[src/rtl/stage_insn_buffer.sv]
// stage_insn_buffer: DEPTH-entry bundle FIFO between two pipeline stages.
// Outputs depend only on registered state and flush, never on the opposite handshake.
`ifndef PHYS_ADDR_WIDTH
`define PHYS_ADDR_WIDTH 32
`endif
module stage_insn_buffer #(
    parameter int ADDR_WIDTH  = `PHYS_ADDR_WIDTH,
    parameter int INSN_SIZE   = 4,
    parameter int INSN_WIDTH  = INSN_SIZE * 8,
    parameter int ADDR_START  = $clog2(INSN_SIZE),
    parameter int DEPTH       = 4,
    parameter int AFULL_LEVEL = DEPTH - 1,
    parameter int CNT_W       = $clog2(DEPTH + 1)
) (
    input  logic                             clk,
    input  logic                             rst_n,
    input  logic                             flush,
    input  logic                             in_valid,
    input  logic [ADDR_WIDTH-ADDR_START-1:0] in_addr,
    input  logic [INSN_WIDTH-1:0]            in_insn,
    output logic                             in_ready,
    output logic                             out_valid,
    output logic [ADDR_WIDTH-ADDR_START-1:0] out_addr,
    output logic [INSN_WIDTH-1:0]            out_insn,
    input  logic                             out_ready,
    output logic [CNT_W-1:0]                 count,
    output logic                             almost_full
);
    localparam int PW = $clog2(DEPTH);
    localparam int AW = ADDR_WIDTH - ADDR_START;

    logic [AW-1:0]         addr_mem [DEPTH];
    logic [INSN_WIDTH-1:0] insn_mem [DEPTH];
    logic [PW-1:0]         wp, rp;
    logic                  push, pop;

    assign in_ready    = (count != CNT_W'(DEPTH)) & ~flush;
    assign out_valid   = (count != '0) & ~flush;
    assign push        = in_valid & in_ready;
    assign pop         = out_valid & out_ready;
    assign out_addr    = addr_mem[rp];
    assign out_insn    = insn_mem[rp];
    assign almost_full = count >= CNT_W'(AFULL_LEVEL);

    // Flush only rewinds the pointers; stale storage is unreachable until rewritten.
    always_ff @(posedge clk or negedge rst_n) begin
        if (!rst_n) begin
            count <= '0;
            wp    <= '0;
            rp    <= '0;
            for (int i = 0; i < DEPTH; i++) begin
                addr_mem[i] <= '0;
                insn_mem[i] <= '0;
            end
        end else if (flush) begin
            count <= '0;
            wp    <= '0;
            rp    <= '0;
        end else begin
            if (push) begin
                addr_mem[wp] <= in_addr;
                insn_mem[wp] <= in_insn;
                wp           <= wp + PW'(1);
            end
            if (pop)
                rp <= rp + PW'(1);
            count <= count + CNT_W'(push) - CNT_W'(pop);
        end
    end
endmodule
[config.mk]
export PLATFORM = sky130hd
export DESIGN_NAME = stage_insn_buffer
export DESIGN_NICKNAME = d
export VERILOG_FILES = /design/src/rtl/stage_insn_buffer.sv
export SDC_FILE = /design/constraint.sdc
export NUM_CORES = 1
export LEC_CHECK = 0
export BUFFER_PORTS_ARGS = -buffer_cell sky130_fd_sc_hd__buf_2
export CORE_UTILIZATION = 53
export CTS_CLUSTER_DIAMETER = 80
export CTS_CLUSTER_SIZE = 30
export DETAILED_ROUTE_END_ITERATION = 6
export PLACE_DENSITY = 0.77
export SYNTH_ARGS = -nofsm -noshare
export SYNTH_HDL_FRONTEND = slang
export SYNTH_SLANG_ARGS = --single-unit
[constraint.sdc]
create_clock -name clk -period 2.5 [get_ports clk]
set_clock_uncertainty 0.15 [all_clocks]
set_input_delay 0 -clock clk [delete_from_list [all_inputs] [get_ports clk]]
set_output_delay 0 -clock clk [all_outputs]
set_load 0.05 [all_outputs]
After elaboration in Yosys (flattened, before gate mapping)
Cells that the tools add are included.
{"block": "word_totals", "reg_bits": 255, "wordCells": 49, "inputBits": 67}
{"block": "classes", "reduce_logical": 5, "add_sub_neg": 4, "magnitude_cmp": 4, "bitwise": 7, "eq_ne": 1, "mux": 17}
{"cell": "128-bit bitwise mux", "n": 1}
{"cell": "120-bit bitwise mux", "n": 1}
{"cell": "32-bit 2-to-1 mux", "n": 3}
{"cell": "30-bit 2-to-1 mux", "n": 3}
{"cell": "32-bit binary-select mux with 2-bit select", "n": 1}
{"cell": "32-bit demux with 2-bit select", "n": 1}
{"cell": "30-bit binary-select mux with 2-bit select", "n": 1}
{"cell": "30-bit demux with 2-bit select", "n": 1}
{"cell": "2-bit 2-to-1 mux", "n": 4}
{"cell": "3-bit greater-or-equal comparator (second input constant)", "n": 2}
{"cell": "2-bit NOT with 3-bit output", "n": 2}
{"cell": "2-bit by 1-bit adder with 2-bit output (second input constant)", "n": 2}
{"cell": "1-bit AND", "n": 4}
{"cell": "2-bit nonzero test", "n": 2}
{"cell": "3-bit by 1-bit adder with 3-bit output", "n": 1}
{"cell": "3-bit by 2-bit greater-or-equal comparator with 1-bit output (second input constant)", "n": 1}
{"cell": "3-bit by 1-bit less-than comparator with 1-bit output (second input constant)", "n": 1}
{"cell": "3-bit 2-to-1 mux", "n": 1}
{"cell": "3-bit != test (second input constant)", "n": 1}
{"cell": "3-bit nonzero test", "n": 1}
{"cell": "3-bit by 1-bit subtractor with 3-bit output", "n": 1}
{"cell": "2-bit AND reduction", "n": 1}
{"cell": "1-bit logical AND", "n": 1}
{"cell": "1-bit NOT", "n": 1}

Longest topological paths before layout
Gate-level depths: netlist (run 1).
{"block": "logic_depth", "depth_word": 6, "mapped_depth": 10, "ltp_nobuf": 9}

Least setup slack after synthesis (run 1)
OpenSTA, ideal clock, no wires.
{"block": "synth_timing", "path_type": "register to register", "startpoint": "register count[1]", "endpoint": "register count[2]", "path_buffers": 0, "slack_ps": -240, "path_stages_with_launch": 10, "required_ps": 2218, "t_arrival_ps": 2459, "setup_ps": 132, "path_cell_list": "dfrtp_1 -> nor3b_2 -> or3_2 -> ha_1 -> inv_1 -> ha_1 -> inv_1 -> fa_1 -> xor2_1 -> nor2_1"}
{"block": "synth_between", "elab_chain_cells": 6, "word_cells_on_any_way": 9}
{"element": "start, declared", "line_no": "26", "rtl": "output logic [CNT_W-1:0] count,"}
{"element": "start signal, assigned", "line_no": "67", "rtl": "count <= count + CNT_W'(push) - CNT_W'(pop);"}
{"element": "3-bit != test", "line_no": "37", "rtl": "assign in_ready = (count != CNT_W'(DEPTH)) & ~flush;"}
{"element": "1-bit AND", "line_no": "37"}
{"element": "1-bit AND", "line_no": "39", "rtl": "assign push = in_valid & in_ready;"}
{"element": "3-bit by 1-bit adder with 3-bit output", "line_no": "67"}
{"element": "3-bit by 1-bit subtractor with 3-bit output (*)", "line_no": "67"}
{"element": "3-bit 2-to-1 mux (*)", "line_no": "55", "rtl": "end else if (flush) begin"}
Mark *: on every way between the ends. The rest lies on a longest branch, timed or not.
A chain may end at the register's enable or synchronous reset.

Worst setup path after layout (run 1)
{"block": "layout_timing", "startpoint": "register count[2]", "endpoint": "register count[2]"}
Same word-level chain as after synthesis.

==> results of run 1 <==
worst paths after layout:
kind,end,cells after the start,slack (ns),from
max,count[2]$_DFF_PN0_,9,0.12,count[2]$_DFF_PN0_
min,insn_mem[23]$_DFFE_PN0P_,3,0.17,in_insn[23]
max reg2reg,count[2]$_DFF_PN0_,9,0.12,count[2]$_DFF_PN0_
min reg2reg,insn_mem[37]$_DFFE_PN0P_,1,0.36,insn_mem[37]$_DFFE_PN0P_
max in group asynchronous,insn_mem[34]$_DFFE_PN0P_,4,0.90,rst_n
min in group asynchronous,addr_mem[27]$_DFFE_PN0P_,3,0.46,rst_n
kinds of logic after synthesis:
logic type               after synthesis  synth area share (%)
adder cells (fa/ha/maj)                8                 0.953
AND/OR/NAND/NOR                       22                  1.13
flip-flops                           255                  56.5
XOR/XNOR                               3                 0.233
AO/OA/AOI/OAI                          5                 0.277
multiplexers                         311                  37.2
buffers and inverters                 46                  3.73
per-layer routing:
metal	part of all wire (%)	vias up	GRT usage, %
met5	0	-	0
met4	1.4	0	3.87
met3	3.6	19	3.12
met2	51	120	37.6
met1	44	3351	29.9
li1	-	2804	-
area by class of cell:
type                       instances  area (µm²)
fill                            1504        7650
sequential                       255        6390
multi-input combinational        349        4530
timing repair buffer             220        1610
tap                              275         344
clock buffer                      15         333
clock inverter                     5        76.3
inverter                           6        22.5
worst max-delay path, stage by stage (launching register included):
cell	delay [ns]
dfrtp_2	0.46
nor3b_4	0.16
or3_4	0.34
ha_1	0.30
inv_1	0.07
ha_1	0.13
inv_1	0.04
fa_1	0.38
xor2_1	0.17
nor2_1	0.11
cell usage in the layout, fill, tap and decap left out, types with 2 or more instances in the layout:
master | Yosys | final
clkbuf_1 | 7 | 2
inv_8 | 0 | 2
dfrtp_2 | 0 | 4
o21ai_0 | 2 | 2
nor3_4 | 0 | 4
nor2_1 | 8 | 8
dlygate4sd3_1 | 0 | 67
nand2_1 | 5 | 5
buf_12 | 0 | 9
clkbuf_16 | 0 | 13
mux4_2 | 62 | 62
buf_4 | 0 | 10
inv_1 | 6 | 6
buf_2 | 7 | 133
xor2_1 | 3 | 3
ha_1 | 7 | 7
mux2_2 | 249 | 249
dfrtp_1 | 255 | 250
power by group through the flow:
| stage | Clock, mW | Sequential (mW) | Combinational [mW] |
|---|---|---|---|
| after floorplan | 0 | 6.65 | 6.34 |
| after global placement | 0 | 6.79 | 7.55 |
| after detailed placement | 0 | 7.03 | 7.74 |
| after CTS | 2.50 | 6.94 | 7.85 |
| after global routing | 2.66 | 7.17 | 8.19 |
| final | 2.41 | 6.92 | 7.76 |
registers in the layout, indices dropped and copies added (netlist names):
register	cells
insn_mem	128
addr_mem	120
count	3
rp	2
wp	2
stage by stage:
| stage | hold WS [ns] | total power, mW |
|---|---|---|
| 2_1_floorplan | -0.446 | 13.0 |
| 3_3_place_gp | -0.161 | 14.3 |
| 3_5_place_dp | -0.146 | 14.8 |
| 4_1_cts | 0.150 | 17.3 |
| 5_1_grt | 0.163 | 18.0 |
| 6_report | 0.171 | 17.1 |
what timing repair did:
item,in CTS,in global routing
setup buffers,0,0
hold buffers,67,0
endpoints found under the setup margin,0,0
hold endpoints to repair,510,0
==> impl_metrics.csv, run 1 <==
group,metric,value,unit
yosys,synth_top_cells_by_area,"dfrtp_1 56%, mux2_2 25%, mux4_2 12%",
power_and_ir_drop,cellLeakagePower,5.85,nW
critical_path,worst_ep_required_time,2.76,ns
run_status,status,"finished, final reports clean",
layout,post_layout_nonfiller_instances,1125,
yosys,syn_avg_cell_area,17.4,µm²
power_and_ir_drop,comb_power_share,45.4,%
timing,maxClockFrequency,0.421,GHz
cts,cts_root_buf,"clkbuf_16",
cts,clk_latency,0.48,ns
yosys,synth_top_area_cell,"dfrtp_1",
cts,numClockSinks,255,
detailed_routing,detail_route.first_pass.iterations,4,
critical_path,critical_path.endpoint_type,"flip-flop",
timing,setup_viol_count_final,0,
yosys,synth.top_cells.by_count,"255 x dfrtp_1, 249 x mux2_2, 62 x mux4_2, 24 x clkbuf_8, 8 x nor2_1",
detailed_routing,drt_drc,0,
cts,tritoncts.num_buffers,13,
power_and_ir_drop,power.share.sequential,40.5,%
timing,final_clock_period_utilization_by_the_worst_path,95.0,%
yosys,async_flop_share,100,%
die,design.portCount,135,
layout,antennaDiodeCount,0,
die,die_w,148,µm
layout,utilization,63.5,%
yosys,syn-cell-area,11300,µm²
critical_path,timing.critical_path.fanout_max,6,
cts,clock_transition_at_the_registers_of_the_reported_paths,0.12,ns
grt,grt-ovfl-total,0,
yosys,post_synth_num_cell_types,22,
flow_run,drv_cap,0,
placed_design,dpl.hpwl,14500,µm
yosys,number_of_warning_messages_in_the_yosys_log,0,
timing,fin_setup_tns,0,ns
timing,timing.final.crit_period,2.38,ns
detailed_routing,initialDrtViolationCount,173,
detailed_routing,totalWireLength,22600,µm
power_and_ir_drop,clock_power_share,14.1,%
grt,gr-usage-all-layers,21.8,%
critical_path,timing.critical_path.from_type,"flip-flop",
detailed_routing,viasPerCell,5.59,
die,core_region_area,21000,µm²
layout,layout-area-overhead-vs-synth,17.7,%
power_and_ir_drop,intPower,10.3,mW
die,row_count,53,
placed_design,preCtsSetupSlack,0.150,ns
yosys,synth-seq-area-share,56.5,%
power_and_ir_drop,power.ir.vdd_worst,711,µV
power_and_ir_drop,power-per-cell-area,1290,nW/µm²
cts,clock_tree_from_tritoncts,"built",
power_and_ir_drop,netSwitchingPower,6.77,mW
detailed_routing,vias,6294,
critical_path,type_of_the_worst_setup_path,"reg2reg",
yosys,synth.ff_latch_count,255,
worst_hold_path,hp-class,"in2reg",
timing,finalMaxSlewViolations,0,
yosys,main_synth_ff_type,"dfrtp_1",
yosys,total_nets_after_synthesis,725,
placed_design,portBuffers,134,
grt,first_pass_grt_wire_length,37600,µm
yosys,most_repeated_cell_in_the_gate_level_netlist_after_synthesis,"dfrtp_1",
timing,tightest_slew,0.595,ns
cts,resized_after_cts,0,
die,start_util,53.9,%
die,chipHeight,148,µm
cts,cts_max_level,1,
timing,unrepaired_setup_endpoints_after_global_routing,"false",
detailed_routing,detail_route.wl_per_cell,20.1,µm
yosys,synthesis.instances,650,
die,die_area,21900,µm²
placed_design,numPlacedInstances,1038,
detailed_routing,final_antenna_net_count,0,
layout,fin_nets,920,
cts,longest_clk_path_bufs,3,
layout,stdcell_area,13300,µm²
yosys,synth-edff-count,0,
timing,final-hold-violation-count,0,
placed_design,place_congestion,0.822,
timing,relSlewSlack,60.3,%
grt,antenna_found_initial,0,
placed_design,placedInstanceArea,12200,µm²
power_and_ir_drop,fraction_of_power_spent_switching_nets,39.6,%
grt,grt_pass1_vias,7098,
layout,post_route_cells_drive_above_1_share,58.1,%
timing,worst_slack,0.124,ns
grt,grt_start_max_net_pins,76,
yosys,yosysTopAreaCellShare,56.5,%
critical_path,worstPathArrival,2.64,ns
No activity file was read; power rests on OpenSTA's default activity.
==> run 2: changes to the inputs <==
Settings changed: ABC_AREA from default to 1, PLACE_DENSITY 0.77 to 0.76.
==> run 2 against run 1 <==
Effect of this change: design area is 8.3% higher; setup slack lost 0.030 ns; area after synthesis increased by 9.0%; register-to-register slack improved by 0.04 ns; hold slack got worse by 0.0027 ns; first-iteration DRC count increased to 7.6 times the previous value; via count is 87% higher; non-clock buffer count increased by 19; critical endpoint is now out_insn[5].
==> impl_metrics.csv, run 2 <==
group,metric,value,unit
critical_path,critical_path.endpoint_type,"output port",
detailed_routing,totalWireLength,36400,µm
cts,clock_tree_from_tritoncts,"built",
layout,layout_common_cells,"503 x nand2_1, 253 x dfrtp_1, 249 x nand4_1",
critical_path,timing.critical_path.fanout_max,126,
yosys,synth.top_cells.by_count,"503 x nand2_1, 255 x dfrtp_1, 249 x nand4_1, 127 x nor2_1, 125 x o21ai_0",
power_and_ir_drop,power.ir.vdd_worst,780,µV
die,core_region_area,22700,µm²
yosys,post_synth_num_cell_types,22,
detailed_routing,viasPerCell,6.18,
timing,timing.final.crit_period,2.41,ns
yosys,syn-cell-area,12300,µm²
worst_hold_path,min_to,"insn_mem[11]$_DFFE_PN0P_",
critical_path,worstPathArrival,2.26,ns
timing,final.hold.worst_slack,0.169,ns
detailed_routing,detail_route.first_pass.iterations,5,
timing,relSlewSlack,39.2,%
worst_hold_path,hold_path.startpoint,"in_insn[11]",
critical_path,type_of_the_worst_setup_path,"reg2out",
grt,antenna_found_initial,0,
critical_path,cp_cell_sequence,"buf_16 > o21ai_0 > o22ai_1 > buf_2",
cts,cts_max_level,1,
cts,tritoncts.num_buffers,15,
cts,post_cts.repair.setup_buffers,0,
yosys,synth_top_area_cell,"dfrtp_1",
critical_path,worst_ep_required_time,2.35,ns
cts,longest_clk_path_bufs,3,
layout,post_route_cells_drive_above_1_share,13.0,%
yosys,number_of_warning_messages_in_the_yosys_log,0,
detailed_routing,final_antenna_net_count,0,
yosys,synth-edff-count,0,
die,design.portCount,135,
power_and_ir_drop,power-per-cell-area,1330,nW/µm²
grt,gr-usage-all-layers,30.8,%
die,row_count,55,
yosys,synth.ff_latch_count,255,
critical_path,timing.rr.end,"insn_mem[50]$_DFFE_PN0P_",
layout,fin_nets,1688,
timing,unrepaired_setup_endpoints_after_global_routing,"false",
layout,filler_cell_count,1903,
timing,finalMaxSlewViolations,0,
timing,tightest_slew,0.912,ns
yosys,synth-seq-area-share,51.8,%
yosys,total_nets_after_synthesis,1580,
grt,grt-ovfl-total,0,
critical_path,r2r_setup_slack,0.16,ns
cts,numClockSinks,255,
detailed_routing,detail_route.wl_per_cell,19.1,µm
critical_path,crit_path_max_incr_delay,0.47,ns
run_status,status,"finished, final reports clean",
layout,largest_reg_flops,128,
die,die_w,154,µm
placed_design,numPlacedInstances,1812,
die,chipHeight,154,µm
detailed_routing,initialDrtViolationCount,1323,
layout,register_containing_the_most_flip_flops_in_the_final_layout,"insn_mem",
yosys,synthesis.instances,1505,
timing,maxClockFrequency,0.416,GHz
die,start_util,54.2,%
placed_design,place_congestion,0.795,
yosys,yosysTopAreaCellShare,51.8,%
power_and_ir_drop,cellLeakagePower,7.44,nW
timing,final-hold-violation-count,0,
yosys,syn_avg_cell_area,8.18,µm²
critical_path,worst_path_cell_with_the_longest_stage_delay,"dfrtp_4",
cts,clk_latency,0.49,ns
layout,multiInputGateArea,5230,µm²
placed_design,dpl.hpwl,18900,µm
worst_hold_path,hp-class,"in2reg",
layout,final_common_cell,"nand2_1",
layout,post_layout_nonfiller_instances,1906,
grt,grt_start_max_net_pins,127,
die,die_area,23800,µm²
layout,layout.area.seq,6390,µm²
layout,layout-area-overhead-vs-synth,17.0,%
yosys,most_repeated_cell_in_the_gate_level_netlist_after_synthesis,"nand2_1",
critical_path,timing.critical_path.from_type,"flip-flop",
worst_hold_path,timing.hold.worst_path_depth,4,
timing,setup_viol_count_final,0,
layout,antennaDiodeCount,0,
timing,fin_setup_tns,0,ns
cts,clock_transition_at_the_registers_of_the_reported_paths,0.11,ns
flow_run,drv_cap,0,
yosys,async_flop_share,100,%
cts,cts_root_buf,"clkbuf_16",
grt,grt_pass1_vias,11300,
grt,first_pass_grt_wire_length,59000,µm
detailed_routing,vias,11800,
detailed_routing,drt_drc,0,
yosys,main_synth_ff_type,"dfrtp_1",
critical_path,length_in_cells_of_the_worst_reg_to_reg_path,6,
placed_design,portBuffers,134,
critical_path,beginning_of_the_worst_register_to_register_path,"wp[0]$_DFFE_PN0P_",
yosys,synth_top_cells_by_area,"dfrtp_1 52%, nand2_1 15%, nand4_1 13%",
layout,biggestRegsByFlops,"insn_mem x128, addr_mem x120, count x3",
timing,final_clock_period_utilization_by_the_worst_path,96.2,%
==> run 2: stage by stage <==
stage                     instance area, µm²  setup slack [ns]  utilization (%)  power, mW
after floorplan                        12300           0.00514                -       13.8
after global placement                 13100             0.262             57.8       15.9
after detailed placement               13100             0.192             57.8       16.1
after CTS                              14400            0.0268             63.3       19.2
after global routing                   14400            0.0209             63.4       20.4
final                                  14400            0.0948             63.4       19.2
==> run 2: cell families (layout without fill, tap and decap cells) <==
logic type,count (synthesis),count (layout),synth area share [%]
adders and majority gates,8,8,0.874
DFF,255,255,51.8
and+or+nand+nor,893,893,32.8
buffers and inverters,158,274,5.89
xor gates and xnor gates,2,2,0.142
AOI/OAI and AO/OA,189,189,8.41
==> run 2: area by class of cell <==
class,instances,share of cell area (%)
inverter,10,0.295
clock inverter,8,0.990
sequential,255,44.3
clock buffer,17,2.80
multi-input combinational,1092,36.3
tap,285,2.48
timing repair buffer,239,12.8
==> run 2: routing by layer <==
layer / track usage [%] / part of all wire [%] / vias to the layer above
li1: - / - / 5400
met1: 44.5 / 42 / 5679
met2: 48.7 / 47 / 650
met3: 4.12 / 9.5 / 59
met4: 9.57 / 1.7 / 0
met5: 0 / 0 / -
==> run 2: where the power goes <==
group	total [mW]	switching [mW]	internal, mW
Sequential	7.06	1.01	6.05
Combinational	9.24	6.76	2.48
Clock	2.93	1.50	1.43
==> run 2: how the worst max path moves through the flow <==
stage | from | slack, ns | endpoint | depth (start not counted)
floorplan | count[1]$_DFF_PN0_ | 0.005 | count[2]$_DFF_PN0_ | 10
global placement | count[0]$_DFF_PN0_ | 0.26 | count[2]$_DFF_PN0_ | 11
detailed placement | count[0]$_DFF_PN0_ | 0.19 | count[2]$_DFF_PN0_ | 11
CTS | rp[0]$_DFFE_PN0P_ | 0.03 | out_insn[5] | 5
global route | count[0]$_DFF_PN0_ | 0.02 | count[2]$_DFF_PN0_ | 11
finish | rp[0]$_DFFE_PN0P_ | 0.09 | out_insn[5] | 4
==> run 2: critical path: cells and delay by family (launching register included) <==
| family | cells | cell delay [ns] |
|---|---|---|
| buf+inv | 2 | 0.74 |
| flops | 1 | 0.47 |
| compound gates | 2 | 0.46 |
==> run 2: what timing repair did <==
item,CTS,global route
endpoints found under the setup margin,0,5
endpoints found under the hold margin,510,0
hold buffers,69,0
gates resized for setup,0,5
